**src/rtl/knn_mem_pkg.sv**
```systemverilog
// Shared constants and types for the partialKnn local-buffer streamer.
// Geometry of the URAM buffer and the read-return path lives here.
package knn_mem_pkg;

  localparam int unsigned DataWidth    = 256;
  localparam int unsigned AddressRange = 2048;
  localparam int unsigned AddressWidth = $clog2(AddressRange);
  localparam int unsigned LenWidth     = AddressWidth + 1;
  localparam int unsigned ReadLatency  = 2;
  localparam int unsigned FifoDepth    = 4;
  localparam int unsigned CountWidth   = $clog2(FifoDepth + 1);
  // Wide enough to hold a full pipe plus a full FIFO.
  localparam int unsigned CreditWidth  = CountWidth + 1;

  typedef enum logic [1:0] {
    StIdle,
    StWrite,
    StRead,
    StDrain
  } state_e;

  typedef struct packed {
    logic                    write;
    logic [AddressWidth-1:0] base;
    logic [LenWidth-1:0]     len;
  } cmd_t;

endpackage

```
**src/rtl/knn_local_sp_mem_streamer_if.sv**
```systemverilog
// Bundle of command, load/scan streams and single-port memory signals.
// master is the streamer's view, slave the surrounding kernel's view.
interface knn_local_sp_mem_streamer_if;
  import knn_mem_pkg::*;

  logic                    cmd_valid;
  logic                    cmd_ready;
  logic                    cmd_write;
  logic [AddressWidth-1:0] cmd_base;
  logic [LenWidth-1:0]     cmd_len;
  logic                    wr_data_valid;
  logic                    wr_data_ready;
  logic [DataWidth-1:0]    wr_data;
  logic                    rd_data_valid;
  logic                    rd_data_ready;
  logic [DataWidth-1:0]    rd_data;
  logic                    rd_data_last;
  logic                    done;
  logic [AddressWidth-1:0] address0;
  logic                    ce0;
  logic                    we0;
  logic [DataWidth-1:0]    d0;
  logic [DataWidth-1:0]    q0;

  modport master (
    input  cmd_valid, cmd_write, cmd_base, cmd_len, wr_data_valid, wr_data, rd_data_ready, q0,
    output cmd_ready, wr_data_ready, rd_data_valid, rd_data, rd_data_last, done,
    output address0, ce0, we0, d0
  );

  modport slave (
    output cmd_valid, cmd_write, cmd_base, cmd_len, wr_data_valid, wr_data, rd_data_ready, q0,
    input  cmd_ready, wr_data_ready, rd_data_valid, rd_data, rd_data_last, done,
    input  address0, ce0, we0, d0
  );

endinterface

```
**src/rtl/knn_rd_return_fifo.sv**
```systemverilog
// Show-ahead FIFO that catches read returns; head is valid whenever not empty.
module knn_rd_return_fifo import knn_mem_pkg::*; #(
  parameter int unsigned Depth = FifoDepth,
  parameter int unsigned Width = DataWidth + 1
) (
  input  logic                           clk,
  input  logic                           reset,
  input  logic                           push,
  input  logic [Width-1:0]               push_data,
  input  logic                           pop,
  output logic                           empty,
  output logic [Width-1:0]               head,
  output logic [$clog2(Depth+1)-1:0]     count
);

  localparam int unsigned PtrWidth = (Depth > 1) ? $clog2(Depth) : 1;
  localparam int unsigned CntWidth = $clog2(Depth + 1);

  logic [Width-1:0]    mem [Depth];
  logic [PtrWidth-1:0] wr_ptr;
  logic [PtrWidth-1:0] rd_ptr;

  function automatic logic [PtrWidth-1:0] bump(input logic [PtrWidth-1:0] p);
    return (p == PtrWidth'(Depth - 1)) ? '0 : p + PtrWidth'(1);
  endfunction

  always_ff @(posedge clk) begin
    if (reset) begin
      wr_ptr <= '0;
      rd_ptr <= '0;
      count  <= '0;
    end else begin
      if (push) begin
        mem[wr_ptr] <= push_data;
        wr_ptr      <= bump(wr_ptr);
      end
      if (pop) rd_ptr <= bump(rd_ptr);
      if (push && !pop)      count <= count + CntWidth'(1);
      else if (!push && pop) count <= count - CntWidth'(1);
    end
  end

  assign empty = (count == '0);
  assign head  = mem[rd_ptr];

endmodule

```
**src/rtl/knn_local_sp_mem_streamer.sv**
```systemverilog
// Initiator for the partialKnn single-port local buffer: loads a stream into
// consecutive words and scans them back out under credit-based flow control.
module knn_local_sp_mem_streamer import knn_mem_pkg::*; (
  input logic                          clk,
  input logic                          reset,
  knn_local_sp_mem_streamer_if.master  bus
);

  state_e                  state;
  cmd_t                    cmd;
  logic [AddressWidth-1:0] ptr;
  logic [LenWidth-1:0]     remaining;
  logic [ReadLatency-1:0]  pipe_valid;
  logic [ReadLatency-1:0]  pipe_last;
  logic                    done_q;
  logic [CreditWidth-1:0]  credit_used;
  logic                    wr_fire;
  logic                    issue;
  logic                    fifo_empty;
  logic                    fifo_pop;
  logic [DataWidth:0]      fifo_head;
  logic [CountWidth-1:0]   fifo_count;

  assign cmd = '{write: bus.cmd_write, base: bus.cmd_base, len: bus.cmd_len};

  // Reads in the latency pipe plus words parked in the FIFO must fit the FIFO,
  // so every issued read has a guaranteed slot whatever rd_data_ready does.
  always_comb begin
    credit_used = CreditWidth'(fifo_count);
    for (int i = 0; i < ReadLatency; i++) begin
      credit_used = credit_used + CreditWidth'(pipe_valid[i]);
    end
  end

  always_comb begin
    wr_fire           = (state == StWrite) && bus.wr_data_valid;
    issue             = (state == StRead) && (credit_used < CreditWidth'(FifoDepth));
    fifo_pop          = !fifo_empty && bus.rd_data_ready;
    bus.cmd_ready     = (state == StIdle);
    bus.wr_data_ready = (state == StWrite);
    bus.ce0           = wr_fire || issue;
    bus.we0           = wr_fire;
    bus.address0      = ptr;
    bus.d0            = (state == StWrite) ? bus.wr_data : '0;
    bus.rd_data_valid = !fifo_empty;
    bus.rd_data       = fifo_empty ? '0 : fifo_head[DataWidth-1:0];
    bus.rd_data_last  = !fifo_empty && fifo_head[DataWidth];
    bus.done          = done_q;
  end

  always_ff @(posedge clk) begin
    if (reset) begin
      state      <= StIdle;
      ptr        <= '0;
      remaining  <= '0;
      pipe_valid <= '0;
      pipe_last  <= '0;
      done_q     <= 1'b0;
    end else begin
      done_q        <= 1'b0;
      pipe_valid[0] <= issue;
      pipe_last[0]  <= issue && (remaining == LenWidth'(1));
      for (int i = 1; i < ReadLatency; i++) begin
        pipe_valid[i] <= pipe_valid[i-1];
        pipe_last[i]  <= pipe_last[i-1];
      end
      unique case (state)
        StIdle: begin
          if (bus.cmd_valid) begin
            ptr       <= cmd.base;
            remaining <= cmd.len;
            if (cmd.len == '0)  state <= StDrain;
            else if (cmd.write) state <= StWrite;
            else                state <= StRead;
          end
        end
        StWrite, StRead: begin
          if (wr_fire || issue) begin
            ptr       <= ptr + AddressWidth'(1);
            remaining <= remaining - LenWidth'(1);
            if (remaining == LenWidth'(1)) state <= StDrain;
          end
        end
        StDrain: begin
          if (!(|pipe_valid) && fifo_empty) begin
            done_q <= 1'b1;
            state  <= StIdle;
          end
        end
        default: state <= StIdle;
      endcase
    end
  end

  knn_rd_return_fifo #(
    .Depth(FifoDepth),
    .Width(DataWidth + 1)
  ) u_rd_fifo (
    .clk      (clk),
    .reset    (reset),
    .push     (pipe_valid[ReadLatency-1]),
    .push_data({pipe_last[ReadLatency-1], bus.q0}),
    .pop      (fifo_pop),
    .empty    (fifo_empty),
    .head     (fifo_head),
    .count    (fifo_count)
  );

endmodule

```
**src/flat_wrapper.sv**
```systemverilog
// flat-port wrapper written by rule: the top's interface ports become plain ports
module knn_local_sp_mem_streamer_flat import knn_mem_pkg::*;
  (clk, reset, bus_cmd_valid, bus_cmd_write, bus_cmd_base, bus_cmd_len, bus_wr_data_valid, bus_wr_data, bus_rd_data_ready, bus_q0, bus_cmd_ready, bus_wr_data_ready, bus_rd_data_valid, bus_rd_data, bus_rd_data_last, bus_done, bus_address0, bus_ce0, bus_we0, bus_d0);
  knn_local_sp_mem_streamer_if bus_i ();
  input logic clk;
  input logic reset;
  input wire logic [$bits(bus_i.cmd_valid)-1:0] bus_cmd_valid;
  input wire logic [$bits(bus_i.cmd_write)-1:0] bus_cmd_write;
  input wire logic [$bits(bus_i.cmd_base)-1:0] bus_cmd_base;
  input wire logic [$bits(bus_i.cmd_len)-1:0] bus_cmd_len;
  input wire logic [$bits(bus_i.wr_data_valid)-1:0] bus_wr_data_valid;
  input wire logic [$bits(bus_i.wr_data)-1:0] bus_wr_data;
  input wire logic [$bits(bus_i.rd_data_ready)-1:0] bus_rd_data_ready;
  input wire logic [$bits(bus_i.q0)-1:0] bus_q0;
  output wire logic [$bits(bus_i.cmd_ready)-1:0] bus_cmd_ready;
  output wire logic [$bits(bus_i.wr_data_ready)-1:0] bus_wr_data_ready;
  output wire logic [$bits(bus_i.rd_data_valid)-1:0] bus_rd_data_valid;
  output wire logic [$bits(bus_i.rd_data)-1:0] bus_rd_data;
  output wire logic [$bits(bus_i.rd_data_last)-1:0] bus_rd_data_last;
  output wire logic [$bits(bus_i.done)-1:0] bus_done;
  output wire logic [$bits(bus_i.address0)-1:0] bus_address0;
  output wire logic [$bits(bus_i.ce0)-1:0] bus_ce0;
  output wire logic [$bits(bus_i.we0)-1:0] bus_we0;
  output wire logic [$bits(bus_i.d0)-1:0] bus_d0;
  assign bus_i.cmd_valid = bus_cmd_valid;
  assign bus_i.cmd_write = bus_cmd_write;
  assign bus_i.cmd_base = bus_cmd_base;
  assign bus_i.cmd_len = bus_cmd_len;
  assign bus_i.wr_data_valid = bus_wr_data_valid;
  assign bus_i.wr_data = bus_wr_data;
  assign bus_i.rd_data_ready = bus_rd_data_ready;
  assign bus_i.q0 = bus_q0;
  assign bus_cmd_ready = bus_i.cmd_ready;
  assign bus_wr_data_ready = bus_i.wr_data_ready;
  assign bus_rd_data_valid = bus_i.rd_data_valid;
  assign bus_rd_data = bus_i.rd_data;
  assign bus_rd_data_last = bus_i.rd_data_last;
  assign bus_done = bus_i.done;
  assign bus_address0 = bus_i.address0;
  assign bus_ce0 = bus_i.ce0;
  assign bus_we0 = bus_i.we0;
  assign bus_d0 = bus_i.d0;
  knn_local_sp_mem_streamer u_core (.clk(clk), .reset(reset), .bus(bus_i));
endmodule
```
**config.mk**
```make
export PLATFORM = sky130hd
export DESIGN_NAME = knn_local_sp_mem_streamer_flat
export DESIGN_NICKNAME = d
export VERILOG_FILES = /design/src/rtl/knn_mem_pkg.sv /design/src/rtl/knn_local_sp_mem_streamer_if.sv /design/src/rtl/knn_rd_return_fifo.sv /design/src/rtl/knn_local_sp_mem_streamer.sv /design/src/flat_wrapper.sv
export SDC_FILE = /design/constraint.sdc
export NUM_CORES = 1
export LEC_CHECK = 0
export ABC_CLOCK_PERIOD_IN_PS = 10300
export CORE_AREA = 8 8 405 407
export DETAILED_ROUTE_END_ITERATION = 8
export DIE_AREA = 0 0 413 415
export PLACE_DENSITY = 0.56
export SYNTH_ARGS = -nofsm -noshare
export SYNTH_HDL_FRONTEND = slang
export SYNTH_HIERARCHICAL = 1
export SYNTH_SLANG_ARGS = --single-unit
```
**constraint.sdc**
```tcl
create_clock -name clk -period 10.3 [get_ports clk]
set_clock_uncertainty 0.05 [all_clocks]
set_input_delay 2.06 -clock clk [delete_from_list [all_inputs] [get_ports clk]]
set_output_delay 2.06 -clock clk [all_outputs]
set_load 0.03 [all_outputs]
```
### After elaboration in Yosys (flattened, before gate mapping)

Memory sizes are Yosys's and may differ from the RTL's. A register that Yosys moved wholly into a read port is not among the register bits.
Cells that the tools add are included.
W data, S select, Z words.

* output and inout port bits: 530
* logic and storage cells: 78
* input port bits: 541
* memory bits (writable): 1028
* memories kept: 1
* register bits after elaboration: 37

Memory list
* u_core.u_rd_fifo.mem: words 4, width 257, read ports 1, clocked after Yosys merged registers in 1, wr ports 1, RTL line knn_rd_return_fifo.sv:19 `logic [Width-1:0] mem [Depth];`

* equality and inequality tests: 10
* $lt $le $gt $ge: 1
* bitwise operators: 1
* add/subtract/negate cells: 8
* multiplexer cells: 25
* reductions and logical operators: 23

Operators with widths (number)
* $mux W256: 2
* $mux W12: 2
* $pmux W12 S2: 1
* $mux W11: 2
* $pmux W11 S2: 1
* $mux W2: 10
* $eq A12 B1 Y1 const B: 1
* $logic_not A12 Y1: 1
* $sub A12 B1 Y12 const B: 1
* $add A11 B1 Y11 const B: 1
* $eq A2 B2 Y1 const B: 4
* $logic_and A1 B1 Y1: 8
* $mux W3: 2
* $pmux W2 S3: 1
* $reduce_or A2 Y1: 3
* $add A2 B1 Y2 const B: 2
* $add A3 B1 Y4: 1
* $add A4 B1 Y4: 1
* $logic_not A1 Y1: 4
* $lt A4 B3 Y1 const B: 1
* $mux W1: 4
* $ne A2 B1 Y1 const B: 2
* $ne A2 B2 Y1 const B: 2
* $reduce_and A4 Y1: 1
* 9 further kinds: 10

### Logic depth before layout (Yosys ltp)

Gate-level depths: netlist of run 1.

* word-level depth: 7
* gate-level depth with buffers: 11
* gate-level depth less buffers: 9

### By module

Netlist of run 1, hierarchy kept.

Modules (own cells, without submodules)
* knn_rd_return_fifo: times used 1, sequential area each 31049.8 um^2, area an instance 37752.5 um^2, cells each 1389
* knn_local_sp_mem_streamer: times used 1, sequential area each 600.6 um^2, area an instance 5460.2 um^2, cells each 815

### Worst setup path before layout of run 1

Ideal clock, no wire load.

* kind: in2reg
* start point: input port reset
* end point: memory u_core/u_rd_fifo/mem[0][0] (netlist name) (enable)
* library setup time: 0.652 ns
* arrival: 8.251 ns
* data required time: 9.598 ns
* setup slack: 1.348 ns
* path buffers: 1
* cell stages on the path: 3
* path through: clkbuf_1 nor2_1 and2_1

* word-level cells in the longest chain between the ends: 2

Ends and longest elaborated chain
* start: declaration: RTL line flat_wrapper.sv:6 `input logic reset;`
* $mux W1: RTL line knn_rd_return_fifo.sv:28 `if (reset) begin`
* $mux W1 (not written as such): RTL line knn_rd_return_fifo.sv:34 `mem[wr_ptr] <= push_data;`
* end: declaration: RTL line knn_rd_return_fifo.sv:19

Every way passes these cells.

==> results by group, run 1 <==
STA
  – Post-Route Setup TNS: 0 ns
  – Final Hold Vio Count: 0
  – Period utilization: 60.7%
  – RSZ-0062 raised after global routing: no
  – Hold slack: 0.401 ns
  – Slew @ Worst Pin: 1.13 ns
  – Worst rel slew slack: 24.7%
  – Final min period: 6.25 ns
  – Setup Viol. Count Final: 0
  – Max Slew Vio Count: 0
  – Max Freq: 0.160 GHz
  – Post-route setup slack: 4.05 ns

Cells and area
  – Non-Filler Instances: 5612
  – Area Overhead vs Synth: 38.7%
  – Finished Cell Area: 59900 um2
  – Most common cell after layout, fill and taps aside: clkdlybuf4s50_1
  – Number of nets in the layout: 3840
  – Final core occ: 38.1%
  – Commonest non-fill, non-tap cells in the layout: 1070 x clkdlybuf4s50_1, 1028 x edfxtp_1, 264 x nor2b_1
  – Layout cells sized above 1: 13.6%

Die
  – Num rows: 146
  – Core area: 157000 um2
  – # IOs: 1071
  – Die Span Y: 415 um
  – Die area: 171000 um2
  – Initial Util: 27.4%
  – Die W: 413 um

Critical path
  – Critical path fanouts, max: 72
  – CP Launch Type: flop
  – Slowest CP cell: dfxtp_4
  – CP Capture Type: primary output
  – Reg2reg setup slack: 6.83 ns
  – Setup Crit Path Kind: reg -> out
  – Reg2reg path depth: 10
  – Worst-path cell chain: buf_12, buf_4, mux4_2, nor2b_1, clkdlybuf4s50_1
  – Bufs and invs on worst path: 3
  – CP required: 8.19 ns
  – Reg2reg start: u_core/u_rd_fifo/count[2]$_SDFFE_PP0P_
  – CP peak stage delay: 0.77 ns
  – Worst path arrival time: 4.14 ns
  – Reg2Reg Capture Point: u_core/u_rd_fifo/count[2]$_SDFFE_PP0P_
  – CP delay by family, top: buffers and inverters

CTS
  – Clock Latency Late Sink: 0.70 ns
  – Clk pin slew, worst setup/hold paths: 0.06 ns
  – Number of gates resized after CTS: 0
  – Max clock buf depth: 3
  – Htree depth: 3
  – Root buf cell: clkbuf_16
  – Setup bufs post-CTS: 0
  – Number of CTS-inserted buffers: 110
  – Hold_buf cts: 0
  – Clk sinks: 1067
  – CTS tree: yes

Logic synthesis
  – Syn Nets: 2761
  – Top cell type's share of synthesized area: 71.4%
  – Yosys cell types: 59
  – Sequential area share after synthesis: 73.2%
  – Mapped Cells: 2204
  – Most area-consuming cells after synthesis: edfxtp_1 71%, mux4_2 13%, nor2b_1 3.8%
  – Post-synth EDFFs: 1028
  – Fraction of registers with async set/reset: 0%
  – Post-synthesis area per instance: 19.6 um2
  – Cell type with the largest total area after synthesis: edfxtp_1
  – Flops & latches, synth: 1067
  – Top_reg_cell synth: edfxtp_1
  – Syn. warnings: 6
  – Synth Cell Area: 43200 um2

Placement
  – Port buffer count: 1070
  – Gpl congestion: 1.47
  – DP Wirelength: 141000 um
  – Cell Count Post-Placement: 5243
  – Area after DPL: 56000 um2
  – Place WS: 4.14 ns

Route
  – Via count: 25900
  – Drt via density: 4.62
  – First-pass DRT Iterations: 5
  – # DRC: 0
  – Antenna Nets Post-Route: 0
  – DRT iter0 DRCs: 1804
  – Total Wirelength: 193000 um
  – Routed WL per cell: 34.4 um

Pwr
  – Worst vdd ir: 0.341 mV
  – Tot Pwr: 13.8 mW
  – Leak Pwr: 18.6 nW
  – PwrDens: 230 nW/um2

Hold path
  – Worst Hold Path EP: u_core/pipe_last[1]$_SDFF_PP0_
  – Start point of the worst hold path: u_core/pipe_last[0]$_SDFF_PP0_
  – Min-Delay Path Class: reg -> reg
  – Hold path depth: 1

GRT
  – Vias in the first global route: 26300
  – Global-route wire length before repair: 251000 um
  – Initial antenna violation count: 165
  – Grt total ovfl: 0
  – GRT Total Usage: 21.9%
  – Largest net degree at the start of global routing: 152

Run
  – MaxCap Viol Count: 0

Run status
  – Status: finished, final reports clean
==> where the power goes <==
group          internal (mW)  total (mW)  switching [mW]
logic                   1.96        4.94            2.98
clock network           2.18        3.86            1.68
registers               4.84        4.96           0.113
total                   8.98        13.8            4.77
==> area by class of cell <==
class | count | area, um2
antenna | 167 | 418
clock buffer | 127 | 2840
clock inverter | 75 | 671
fill | 14700 | 97500
inverter | 20 | 75.1
multi-input combinational | 984 | 10600
sequential | 1067 | 31700
tap | 2072 | 2590
timing repair buffer | 1100 | 11100
==> cell families after synthesis <==
logic type | Yosys count | synth area share [%]
DFF | 1067 | 73.2
AOI/OAI and AO/OA | 87 | 1.46
muxes | 267 | 13.7
and+or+nand+nor | 612 | 8.76
xor gates and xnor gates | 2 | 0.0405
adders and majority gates | 16 | 0.481
buffers and inverters | 153 | 2.36
==> how the worst max path moves through the flow <==
stage,end,cells past startpoint,slack [ns],from
2_1_floorplan,u_core/u_rd_fifo/mem[0][0]$_DFFE_PP_,3,1.35,reset
3_3_place_gp,bus_d0[85],3,4.13,bus_wr_data[85]
3_5_place_dp,bus_d0[85],3,4.14,bus_wr_data[85]
4_1_cts,bus_rd_data[188],5,3.79,flop
5_1_grt,bus_rd_data[145],5,3.67,flop
6_report,bus_rd_data[188],5,4.05,flop
==> cells in the mapped netlist (all sizes together) (4+ instances only) <==
cell and instances:
o31a 5, buf 65, nand2 14, a211oi 4
nor2 20, nand4 7, and2 261, dfxtp 39
or3 4, o31ai 11, clkbuf 68, edfxtp 1028
inv 20, o32ai 6, a21oi 20, nand3 10
mux2i 7, o311ai 7, ha 15, nor4 8
a31oi 6, nor3b 4, nor3 9, o21ai 7
mux4 257, nor2b 264
==> metal layers <==
metal,global-route usage (%),vias up,routed length (um)
li1,-,11000,-
met4,21.7,66,21300
met2,36.9,1158,98000
met5,0,-,448
met1,19.3,13100,56400
met3,8.84,554,16900
==> flip-flops by register name (all words and copies together), names as in the netlist, named ones only <==
signal                   count
u_core/pipe_valid            2
u_core/bus.done              1
u_core/u_rd_fifo/mem      1028
u_core/u_rd_fifo/wr_ptr      2
u_core/u_rd_fifo/count       3
u_core/bus.address0         11
u_core/remaining            12
u_core/u_rd_fifo/rd_ptr      2
u_core/pipe_last             2
u_core/state                 2
Power figures use the tool's default switching activity.
==> run 2, diff against run 1 <==
--- a/config.mk
+++ b/config.mk
@@ -5,11 +5,11 @@
 export SDC_FILE = /design/constraint.sdc
 export NUM_CORES = 1
 export LEC_CHECK = 0
-export ABC_CLOCK_PERIOD_IN_PS = 10300
+export ABC_CLOCK_PERIOD_IN_PS = 5000
 export CORE_AREA = 8 8 405 407
 export DETAILED_ROUTE_END_ITERATION = 8
 export DIE_AREA = 0 0 413 415
-export PLACE_DENSITY = 0.56
+export PLACE_DENSITY = 0.57
 export SYNTH_ARGS = -nofsm -noshare
 export SYNTH_HDL_FRONTEND = slang
 export SYNTH_HIERARCHICAL = 1
==> constraint.sdc (replaced) <==
create_clock -name clk -period 5 [get_ports clk]
set_clock_uncertainty 0.05 [all_clocks]
set_input_delay 1 -clock clk [delete_from_list [all_inputs] [get_ports clk]]
set_output_delay 1 -clock clk [all_outputs]
set_load 0.03 [all_outputs]
==> run 2 against run 1 <==
Effect of this change:
- utilization up 0.54 points
- final cell count up 2.5%
- non-clock buffer count up 61
- clock power up 110%
- global-route usage down 0.16 points
- via count up 0.85%
- sequential share of layout area down 0.74 points
- total power up 110%
- combinational power up 110%
- critical path depth unchanged
- critical endpoint is now bus_d0[129]
- largest power group is now combinational logic
==> results by group, run 2 (same netlist as run 1, synthesis figures left out) <==
Route
  – # DRC: 0 (unchanged)
  – Via count: 26200 (+0.85%)
  – DRT iter0 DRCs: 1826 (+1.2%)
  – Drt via density: 4.55 (-1.6%)
  – First-pass DRT Iterations: 5 (unchanged)
  – Total Wirelength: 193000 um (+0.12%)
  – Routed WL per cell: 33.6 um (-2.3%)
  – Antenna Nets Post-Route: 0 (unchanged)

Pwr
  – Sw frac: 34.4% (-0.26 points)
  – Clock Power Share: 28.0% (about the same)
  – Tot Pwr: 28.6 mW (+110%)
  – Logic pwr share: 36.3% (+0.4 points)
  – Worst vdd ir: 0.378 mV (+11%)
  – Sw power: 9.84 mW (+110%)
  – Internal power: 18.7 mW (+110%)
  – Seq pwr share: 35.8% (-0.2 points)
  – Leak Pwr: 19.0 nW (+2.1%)
  – PwrDens: 470 nW/um2 (+100%)

Cells and area
  – Final core occ: 38.6% (+0.54 points)
  – Number of nets in the layout: 3901 (+1.6%)
  – Largest register FFs: 1028 (unchanged)
  – Commonest non-fill, non-tap cells in the layout: 1067 x clkdlybuf4s50_1, 1028 x edfxtp_1, 264 x nor2b_1
  – Layout cells sized above 1: 15.0% (+1.4 points)
  – Most flops, register: u_core/u_rd_fifo/mem
  – Area Overhead vs Synth: 40.6%
  – Most common cell after layout, fill and taps aside: clkdlybuf4s50_1

Critical path
  – Setup Crit Path Kind: reg -> out
  – CP Capture Type: primary output
  – Critical path fanouts, max: 59 (-18%)
  – CP Launch Type: flop
  – CP required: 3.95 ns (-4.24 ns)
  – Worst path arrival time: 3.47 ns (-0.67 ns)

CTS
  – Hold_buf cts: 0 (unchanged)
  – Max clock buf depth: 3 (unchanged)
  – Clk pin slew, worst setup/hold paths: 0.07 ns (about the same)
  – Number of gates resized after CTS: 0 (unchanged)
  – Root buf cell: clkbuf_16
  – CTS tree: yes
  – Htree depth: 3 (unchanged)
  – Clock Latency Late Sink: 0.71 ns (about the same)
  – Number of CTS-inserted buffers: 110 (unchanged)
  – Setup bufs post-CTS: 0 (unchanged)
  – Clk sinks: 1067 (unchanged)

GRT
  – Vias in the first global route: 26700 (+1.7%)
  – Largest net degree at the start of global routing: 112 (-26%)
  – Global-route wire length before repair: 251000 um (-0.23%)
  – Initial antenna violation count: 148 (-10%)
  – GRT Total Usage: 21.7% (-0.16 points)
  – Grt total ovfl: 0 (unchanged)

STA
  – Period utilization: 90.3%
  – Max Slew Vio Count: 0 (unchanged)
  – Worst rel slew slack: 19.3% (-5.5 points)
  – Slew @ Worst Pin: 1.21 ns (+0.0818 ns)
  – RSZ-0062 raised after global routing: no
  – Final Hold Vio Count: 0 (unchanged)
  – Hold slack: 0.410 ns (+0.00900 ns)
  – Final min period: 4.52 ns
  – Setup Viol. Count Final: 0 (unchanged)
  – Post-route setup slack: 0.485 ns (-3.57 ns)
  – Post-Route Setup TNS: 0 ns (unchanged)
  – Max Freq: 0.221 GHz

Die
  – # IOs: 1071 (unchanged)
  – Core area: 157000 um2 (unchanged)
  – Die area: 171000 um2 (unchanged)
  – Initial Util: 27.4% (unchanged)
  – Num rows: 146 (unchanged)
  – Die W: 413 um (unchanged)
  – Die Span Y: 415 um (unchanged)

Placement
  – Port buffer count: 1070 (unchanged)
  – Place WS: 0.849 ns (-3.30 ns)
  – DP Wirelength: 147000 um (+3.8%)
  – Gpl congestion: 1.26 (-15%)

Run status
  – Status: finished, final reports clean

Hold path
  – Min-Delay Path Class: reg -> reg

Run
  – MaxCap Viol Count: 0 (unchanged)
[run 2: cell count changes in the layout (fill, tap and decap cells not counted), sizes merged]
cell,previous run,this run
diode,167,244
buf,30,94
clkbuf,127,137
clkinvlp,7,3
clkdlybuf4s50,1070,1067
clkinv,56,53
bufinv,8,9
inv,24,23
[run 2: path summary, 6_finish.rpt]
| kind | startpoint | end | slack (ns) | cells past startpoint |
|---|---|---|---|---|
| min reg2reg | u_core/pipe_last[0]$_SDFF_PP0_ | u_core/pipe_last[1]$_SDFF_PP0_ | 0.41 | 1 |
| min | u_core/pipe_last[0]$_SDFF_PP0_ | u_core/pipe_last[1]$_SDFF_PP0_ | 0.41 | 1 |
| max | u_core/state[1]$_SDFFE_PP0P_ | bus_d0[129] | 0.48 | 5 |
| max reg2reg | u_core/state[1]$_SDFFE_PP0P_ | u_core/state[1]$_SDFFE_PP0P_ | 1.92 | 7 |
[run 2: per-stage QoR]
step,cells,instance area [um2]
after floorplan,2204,43200
after global placement,5304,56600
after detailed placement,5304,56600
after CTS,5509,60200
after global routing,5713,60700
final,5753,60800
[run 2: layout make-up]
class / instances / area, um2
antenna: 244 / 611
clock buffer: 137 / 2900
clock inverter: 68 / 633
fill: 14800 / 96700
inverter: 20 / 75.1
multi-input combinational: 984 / 10600
sequential: 1067 / 31700
tap: 2072 / 2590
timing repair buffer: 1161 / 11700
[run 2: power by group through the flow]
stage                     combinational (mW)  sequential, mW  clock [mW]
after global placement                  10.5            10.4           0
after global routing                    10.8            10.2        8.52
final                                   10.4            10.2        7.99
after floorplan                         5.87            10.4           0
after detailed placement                10.4            10.4           0
after CTS                               10.5            10.2        8.21
[run 2: critical path, stage by stage, from the launching register on]
cell and delay, ns:
dfxtp_1 0.35, inv_1 0.16, ha_4 0.58, buf_4 0.31
and2_1 0.49, clkdlybuf4s50_1 0.78
[run 2: metal layers]
metal / vias to the layer above / share of wire [%] / global-route usage [%]
li1: 11300 / - / -
met1: 13300 / 30 / 19.5
met2: 1115 / 52 / 38.0
met4: 50 / 9.9 / 19.5
met3: 470 / 7.8 / 7.75
met5: - / 0.17 / 0
